`config.mk`:
```
export PLATFORM = sky130hd
export DESIGN_NAME = jpeg_pingpong_block_buffer
export DESIGN_NICKNAME = d
export VERILOG_FILES = /design/src/rtl/jpeg_pingpong_block_buffer.sv
export SDC_FILE = /design/constraint.sdc
export NUM_CORES = 2
export LEC_CHECK = 0
export ABC_AREA = 1
export BUFFER_PORTS_ARGS = -buffer_cell sky130_fd_sc_hd__buf_2
export CAP_MARGIN = 25
export CELL_PAD_IN_SITES_DETAIL_PLACEMENT = 0
export CELL_PAD_IN_SITES_GLOBAL_PLACEMENT = 1
export CORE_UTILIZATION = 47
export CTS_CLUSTER_DIAMETER = 30
export DETAILED_ROUTE_END_ITERATION = 6
export PLACE_DENSITY_LB_ADDON = 0.1
export SYNTH_ARGS = -nofsm -noshare
export SYNTH_HDL_FRONTEND = slang
export SYNTH_SLANG_ARGS = --single-unit
```
`constraint.sdc`:
```
create_clock -name clock -period 9.3 [get_ports clock]
set_clock_uncertainty 0.1 [all_clocks]
set_input_delay 0.93 -clock clock [delete_from_list [all_inputs] [get_ports clock]]
set_output_delay 0.93 -clock clock [all_outputs]
set_load 0.005 [all_outputs]
```
`src/rtl/jpeg_pingpong_block_buffer.sv`:
```
// Ping-pong block buffer: fills one bank from a sample stream (optionally
// reordering zigzag input into raster order) while the other bank is
// presented downstream as a single packed block word.
module jpeg_pingpong_block_buffer #(
  parameter int DATA_WIDTH = 12,
  parameter int DEPTH      = 64,
  parameter bit ZIGZAG_EN  = 1'b1,
  parameter int IDX_W      = $clog2(DEPTH)
) (
  input  logic                        clock,
  input  logic                        reset_n,
  input  logic                        wr_valid,
  output logic                        wr_ready,
  input  logic [DATA_WIDTH-1:0]       wr_data,
  input  logic                        wr_zigzag,
  input  logic                        block_abort,
  output logic                        out_valid,
  input  logic                        out_ready,
  output logic [DEPTH*DATA_WIDTH-1:0] out_data,
  output logic [IDX_W-1:0]            wr_index,
  output logic [1:0]                  full_count
);

  // Zigzag scan position -> raster index, scan position 0 in the top bits.
  localparam logic [6*64-1:0] ZZ_TABLE = {
    6'd0,  6'd1,  6'd8,  6'd16, 6'd9,  6'd2,  6'd3,  6'd10,
    6'd17, 6'd24, 6'd32, 6'd25, 6'd18, 6'd11, 6'd4,  6'd5,
    6'd12, 6'd19, 6'd26, 6'd33, 6'd40, 6'd48, 6'd41, 6'd34,
    6'd27, 6'd20, 6'd13, 6'd6,  6'd7,  6'd14, 6'd21, 6'd28,
    6'd35, 6'd42, 6'd49, 6'd56, 6'd57, 6'd50, 6'd43, 6'd36,
    6'd29, 6'd22, 6'd15, 6'd23, 6'd30, 6'd37, 6'd44, 6'd51,
    6'd58, 6'd59, 6'd52, 6'd45, 6'd38, 6'd31, 6'd39, 6'd46,
    6'd53, 6'd60, 6'd61, 6'd54, 6'd47, 6'd55, 6'd62, 6'd63
  };

  logic [DATA_WIDTH-1:0] bank_mem [2][DEPTH];
  logic [1:0]            full;
  logic                  wr_bank;
  logic                  rd_bank;
  logic                  zz_mode;
  logic [IDX_W-1:0]      wr_addr;
  logic                  accept;
  logic                  release_blk;
  logic                  last_sample;

  // Handshake flags depend only on registered state, so no path from
  // wr_valid/out_ready reaches wr_ready/out_valid.
  assign wr_ready    = !full[wr_bank];
  assign out_valid   = full[rd_bank];
  assign accept      = wr_valid && wr_ready && !block_abort;
  assign release_blk = out_valid && out_ready;
  assign last_sample = (wr_index == IDX_W'(DEPTH - 1));
  assign full_count  = {1'b0, full[0]} + {1'b0, full[1]};

  // The first sample of a block decides the mode; later samples use the latch.
  if (ZIGZAG_EN) begin : g_zz
    logic zz_active;
    assign zz_active = (wr_index == '0) ? wr_zigzag : zz_mode;
    assign wr_addr   = zz_active ? IDX_W'(ZZ_TABLE[6*(63-int'(wr_index)) +: 6]) : wr_index;
  end else begin : g_raster
    assign wr_addr = wr_index;
  end

  // Write pointer, zigzag latch, bank flags and read pointer.
  always_ff @(posedge clock or negedge reset_n) begin
    if (!reset_n) begin
      wr_index <= '0;
      wr_bank  <= 1'b0;
      rd_bank  <= 1'b0;
      full     <= 2'b00;
      zz_mode  <= 1'b0;
    end else begin
      if (block_abort) begin
        wr_index <= '0;
      end else if (accept) begin
        if (wr_index == '0)
          zz_mode <= wr_zigzag && ZIGZAG_EN;
        if (last_sample) begin
          wr_index      <= '0;
          wr_bank       <= !wr_bank;
          full[wr_bank] <= 1'b1;
        end else begin
          wr_index <= wr_index + IDX_W'(1);
        end
      end
      // A completing write and a read release always target different banks.
      if (release_blk) begin
        full[rd_bank] <= 1'b0;
        rd_bank       <= !rd_bank;
      end
    end
  end

  // Bank storage; contents are cleared only by reset.
  always_ff @(posedge clock or negedge reset_n) begin
    if (!reset_n) begin
      for (int b = 0; b < 2; b++)
        for (int i = 0; i < DEPTH; i++)
          bank_mem[b][i] <= '0;
    end else if (accept) begin
      bank_mem[wr_bank][wr_addr] <= wr_data;
    end
  end

  // Pack the presented bank, element 0 in the most significant slot.
  always_comb begin
    out_data = '0;
    for (int i = 0; i < DEPTH; i++)
      out_data[(DEPTH-i)*DATA_WIDTH-1 -: DATA_WIDTH] = bank_mem[rd_bank][i];
  end

endmodule

```
Word-level counts from Yosys, hierarchy flattened
Cells that the tools add are included.
Word-level totals
  register bits: 1547
  bits in latches: 0
  bits in writable memories: 0
  memory bits (read-only): 0
  output and inout port bits: 778
  logic and storage cells: 195
  memories kept: 0
Cells by class
  add/subtract/negate cells: 3
  $mul: 1
  div/mod/pow operators: 0
  order comparisons: 9
  eq/ne operators: 1
  shifts and indexed selects: 1
  multiplexer cells: 25
  bitwise gates (word level): 7
  reduce and logical (&&, ||, !) cells: 15
Operators by type and width (count)
  $mux 768: 4
  $bwmux 1536: 1
  $demux 768 s1: 1
  $shiftx 384x11->6 const A: 1
  $demux 12 s6: 1
  $mux 6: 4
  $mux 12: 1
  $mul 3x7->10 const A: 1
  $mux 2: 4
  $ge 7x7->1 const B: 1
  $logic_and 1x1->1: 7
  $lt 7x1->1 const B: 1
  $mux 1: 7
  $not 6->7: 1
  $sub 6x6->7 const A: 1
  $add 6x1->6 const B: 1
  $eq 6x6->1 const B: 1
  $logic_not 6->1: 1
  $ge 2x2->1 const B: 2
  $logic_not 1->1: 4
  $lt 1x2->1 const B: 2
  $not 1->2: 2
  $reduce_and 3->1: 1
  $add 1x1->2: 1
  other kinds (9): 11

Depth between registers and ports, before layout
  word-level depth: 12
  gate-level depth with buffers: 27

Least setup slack after synthesis
Ideal clock, no wire load.
  kind: reg2reg
  start point: reg wr_index[1]
  end point: reg bank_mem[289] (netlist name)
  setup time: 0.117 ns
  arrival: 4.011 ns
  data required time: 9.083 ns
  slack: 5.072 ns
  stages on the path, launching flop included: 23
  buffers on the path: 4
  cells stage by stage: dfrtp_1 inv_2 ha_1 ha_1 inv_1 fa_1 buf_4 inv_2 buf_4 buf_2 nand2_1 nand3_1 nand3_1 nand3_1 a21oi_1 nand2_1 nand2_1 nand3_4 nor2_8 nand2_1 buf_2 nand2_1 nand2_1
Between the ends
  cells in the longest elaborated chain, start to end: 12
Ends and longest elaborated chain
  start: declaration: RTL line 20  | output logic [IDX_W-1:0] wr_index,
  start signal: assignment: RTL line 83  | wr_index <= wr_index + IDX_W'(1);
  $sub 6x6->7: RTL line 59  | assign wr_addr = zz_active ? IDX_W'(ZZ_TABLE[6*(63-int'(wr_index)) +: 6]) : wr_index;
  $mul 3x7->10: RTL line 59
  $shiftx 384x11->6: RTL line 59
  $mux 6 (*): RTL line 59
  $not 6->7 (implied by the code) (*): RTL line 101  | bank_mem[wr_bank][wr_addr] <= wr_data;
  $ge 7x7->1 (implied by the code) or $lt 7x1->1 (tied branches): RTL line 101
  $logic_and 1x1->1 (implied by the code): RTL line 101
  $mux 12 (implied by the code): RTL line 101
  $demux 12 s6 (*): RTL line 101
  $mux 768 (implied by the code) (*): RTL line 101
  $demux 768 s1 (*): RTL line 101
  $bwmux 1536 (*): RTL line 101
  end signal: indexed assignment: RTL line 101
  end: declaration: RTL line 36  | logic [DATA_WIDTH-1:0] bank_mem [2][DEPTH];
Every way passes the cells marked *; elsewhere a longest branch is shown, timed or not.
A chain may end at the register's enable or synchronous reset.

Final worst setup path
  start point: reg wr_index[1]
  end point: reg bank_mem[1394] (netlist name)
Same word-level chain as after synthesis.

==> out/results.ini <==
[synthesis]
synth.top_cell.area_share_pct=52.20
cell_type_with_the_largest_total_area_after_synthesis=sky130_fd_sc_hd__dfrtp_1
ys_seq_elements=1547
synthesis.nets=10080
syn_avg_cell_area_um2=7.391
synth.yosys.warnings=0
synth.area.top_cells=sky130_fd_sc_hd__dfrtp_1 (52%), sky130_fd_sc_hd__nand2_1 (29%), sky130_fd_sc_hd__nand3_1 (10%)
post_synth_fa_ha_maj_area_fraction_pct=0.4488
synthXorXnorAreaFrac_pct=0.06917
muxShareOfSynthArea_pct=0.01350
simple_logic_cell_fraction_of_the_synthesized_area_pct=42.14
synth.yosys.seq_area_share_pct=52.20
largest_family_of_logic_cells_by_synthesized_area=simple AND/OR/NAND/NOR gates
synthesis.area_mm2=0.07416
post_synth_num_cell_types=35
synth_cells=10030
synthesized_area_fraction_occupied_by_ao_oa_aoi_and_oai_cells_pct=0.2430

[worst_hold_path]
min_path_type=in -> reg

[cts]
cts-buffers-inserted=395
htree_num_levels=5
cts_resized=0
clock_sink_count=1547
worstSkewPairLatency_ns=0.94
postCtsSetupRepairBufs=0
cts_tree=done
post_cts_hold_fix_bufs=1
root_buffer_master=sky130_fd_sc_hd__clkbuf_16
ctsLongestPathBuffers=4
clk_transition_reported_paths_ns=0.05

[final_layout]
final_core_utilization_pct=59.16
layout.nets=10530
final_cell_mix=sky130_fd_sc_hd__nand2_1 (5,688), sky130_fd_sc_hd__dfrtp_1 (1,546), sky130_fd_sc_hd__nand3_1 (1,511), sky130_fd_sc_hd__buf_2 (782), sky130_fd_sc_hd__clkbuf_16 (404)
final_layout_size_suffix_gt1_share_pct=15.40
flow.area_growth_from_synthesis_pct=24.75
final_common_cell=sky130_fd_sc_hd__nand2_1
diodes=0

[floorplanning]
die_area_mm2=0.1594
die_h_um=399.2
io_pins=796
fp.coreArea_mm2=0.1564
start_util_pct=47.42
floorplan.rows=145
die-width_um=399.2

[sta]
slew-limit-headroom_pct=19.04
tns_ns=0
max_clock_freq_mhz=147.9
post-route-min-period_ns=6.761
max_slew.worst_pin.slew_ns=1.214
report.final.slew_viol_count=0
final-setup-viol-count=0
timing_hold_violations_final=0
grt_setup_unrepaired=false
min_period_over_period_pct=72.70

[drt]
drt_pass1_iterations=6
drcViolationCount=0
route.antenna.remaining_nets=0
viasPerCell=5.421
route.vias.total=69680
routed_wire_length_per_instance_um=21.16
drt-initial-drc-count=6850
drt_wl_total_um=272000

[critical_path]
maximum_fanout_along_the_worst_path=55
timing.critical_path.slowest_cell_delay_ns=0.92
critPathKind=reg -> reg
critical_path_required_ns=9.97
crit_path_start_kind=register
cp_common_cell=sky130_fd_sc_hd__nand2_1
cpMaxStageDelayCell=sky130_fd_sc_hd__nor2_2
ordered_list_of_cells_on_the_worst_path=inv_2 -> ha_1 -> ha_1 -> inv_1 -> fa_1 -> buf_4 -> inv_2 -> nand2_1 -> nor2_1 -> nor2_1 -> nand2_1 -> nand2_1 -> nand3_1 -> nand3_1 -> nand3_1 -> a21oi_4 -> nand3_4 -> nor2_2 -> nand2_1 -> nand2_1 -> nand2_1
timing.critical_path.to_type=register
critical_path_arrival_ns=7.43

[placed_design]
gpl.final_weighted_congestion=0.9025
io_buffers=795
detailed_place_hpwl_um=154700

[power]
power.ir.vdd_worst_v=0.0002287
power_per_cell_area_mw_per_mm2=256.1
static-leakage-power_uw=0.05400

[outcome]
outcome=complete, no violations

[grt]
wire_length_of_the_first_global_routing_pass_um=413100
overflow=0
number_of_antenna_violations_at_the_first_check_in_global_routing=5
grt_pass1_vias=66140
grt_max_degree=205
grt.total_usage_pct=33.52

[job]
cap_viol_max_count=0

[through the flow]
| stage | hold WS, ns | std cells | cell area [um^2] | total power, uW | setup WS (ns) |
|---|---|---|---|---|---|
| after floorplan | 0.3417 | 10030 | 74160 | 8586 | 5.072 |
| after global placement | 0.3528 | 12130 | 78340 | 9561 | 2.605 |
| after detailed placement | 0.3582 | 12130 | 78450 | 9589 | 2.680 |
| after CTS | 0.1547 | 12850 | 92320 | 23790 | 2.622 |
| after global routing | 0.2105 | 12850 | 92510 | 24440 | 1.988 |
| final | 0.2184 | 12850 | 92510 | 23700 | 2.539 |
[Yosys cell counts]
library cell,number
sky130_fd_sc_hd__a21boi_0,1
sky130_fd_sc_hd__a21oi_1,10
sky130_fd_sc_hd__a21oi_4,2
sky130_fd_sc_hd__buf_1,28
sky130_fd_sc_hd__buf_2,182
sky130_fd_sc_hd__buf_4,13
sky130_fd_sc_hd__buf_6,1
sky130_fd_sc_hd__clkbuf_1,614
sky130_fd_sc_hd__clkinv_1,3
sky130_fd_sc_hd__dfrtp_1,1547
sky130_fd_sc_hd__fa_1,1
sky130_fd_sc_hd__ha_1,25
sky130_fd_sc_hd__inv_1,35
sky130_fd_sc_hd__inv_2,13
sky130_fd_sc_hd__mux2i_1,1
sky130_fd_sc_hd__nand2_1,5688
sky130_fd_sc_hd__nand2_2,5
sky130_fd_sc_hd__nand2_4,1
sky130_fd_sc_hd__nand3_1,1511
sky130_fd_sc_hd__nand3_2,4
sky130_fd_sc_hd__nand3_4,13
sky130_fd_sc_hd__nand3b_1,3
sky130_fd_sc_hd__nand4_1,198
sky130_fd_sc_hd__nor2_1,58
sky130_fd_sc_hd__nor2_2,30
sky130_fd_sc_hd__nor2_4,18
sky130_fd_sc_hd__nor2_8,8
sky130_fd_sc_hd__o211ai_1,1
sky130_fd_sc_hd__o21ai_0,7
sky130_fd_sc_hd__o21ai_1,3
sky130_fd_sc_hd__o21bai_1,1
sky130_fd_sc_hd__o22ai_1,4
sky130_fd_sc_hd__xnor2_1,1
sky130_fd_sc_hd__xnor2_2,1
sky130_fd_sc_hd__xor2_1,3
[layout make-up]
cell class,count,area (um^2)
inverters,51,206.4
well taps,2058,2575
flip-flops and latches,1547,38720
fillers,14380,63880
repair buffers,889,5275
multi-input cells,7598,31890
clock buffers,505,11080
clock inverters,206,2775
[logic make-up after synthesis]
kind of cell / count (synthesis)
adder cells (fa/ha/maj): 26
flip-flops: 1547
AND/OR/NAND/NOR: 7537
buffers and inverters: 889
AO/OA/AOI/OAI: 29
XOR/XNOR: 5
multiplexers: 1
[power by group]
group	internal [uW]	switching [uW]
Sequential	7140	213
Combinational	541	1630
Clock	10000	4180
Total	17700	6010
[flip-flops by register name, summed over array words and instances, names as in the netlist]
name / flops
wr_bank: 1
rd_bank: 1
wr_index: 6
bank_mem: 1536
zz_mode: 1
full: 2
[per-layer routing]
metal	vias to the layer above	global-route usage [%]	part of all wire (%)
met1	33760	45.86	42
met2	2729	49.77	45
met5	-	0	0
met4	0	15.04	4.4
li1	32660	-	-
met3	531	8.931	8.7
[worst paths after layout]
kind | start | end | slack (ns) | cells after the start
max | wr_index[1] | bank_mem[1394] | 2.54 | 21
min | block_abort | wr_index[4] | 0.22 | 4
max reg2reg | wr_index[1] | bank_mem[1394] | 2.54 | 21
min reg2reg | bank_mem[1344] | bank_mem[1344] | 0.36 | 2
max in group asynchronous | reset_n | bank_mem[1125] | 6.24 | 4
min in group asynchronous | reset_n | bank_mem[38] | 0.52 | 2
[critical path: cells and delay by family, from the launching register on]
family / cells / cell delay (ns)
AND/OR/NAND/NOR: 13 / 3.09
adder cells (fa/ha/maj): 3 / 1.19
buffers and inverters: 4 / 1.24
AO/OA/AOI/OAI: 1 / 0.36
flip-flops: 1 / 0.57
Note: power is estimated with default switching activity, not from simulation.
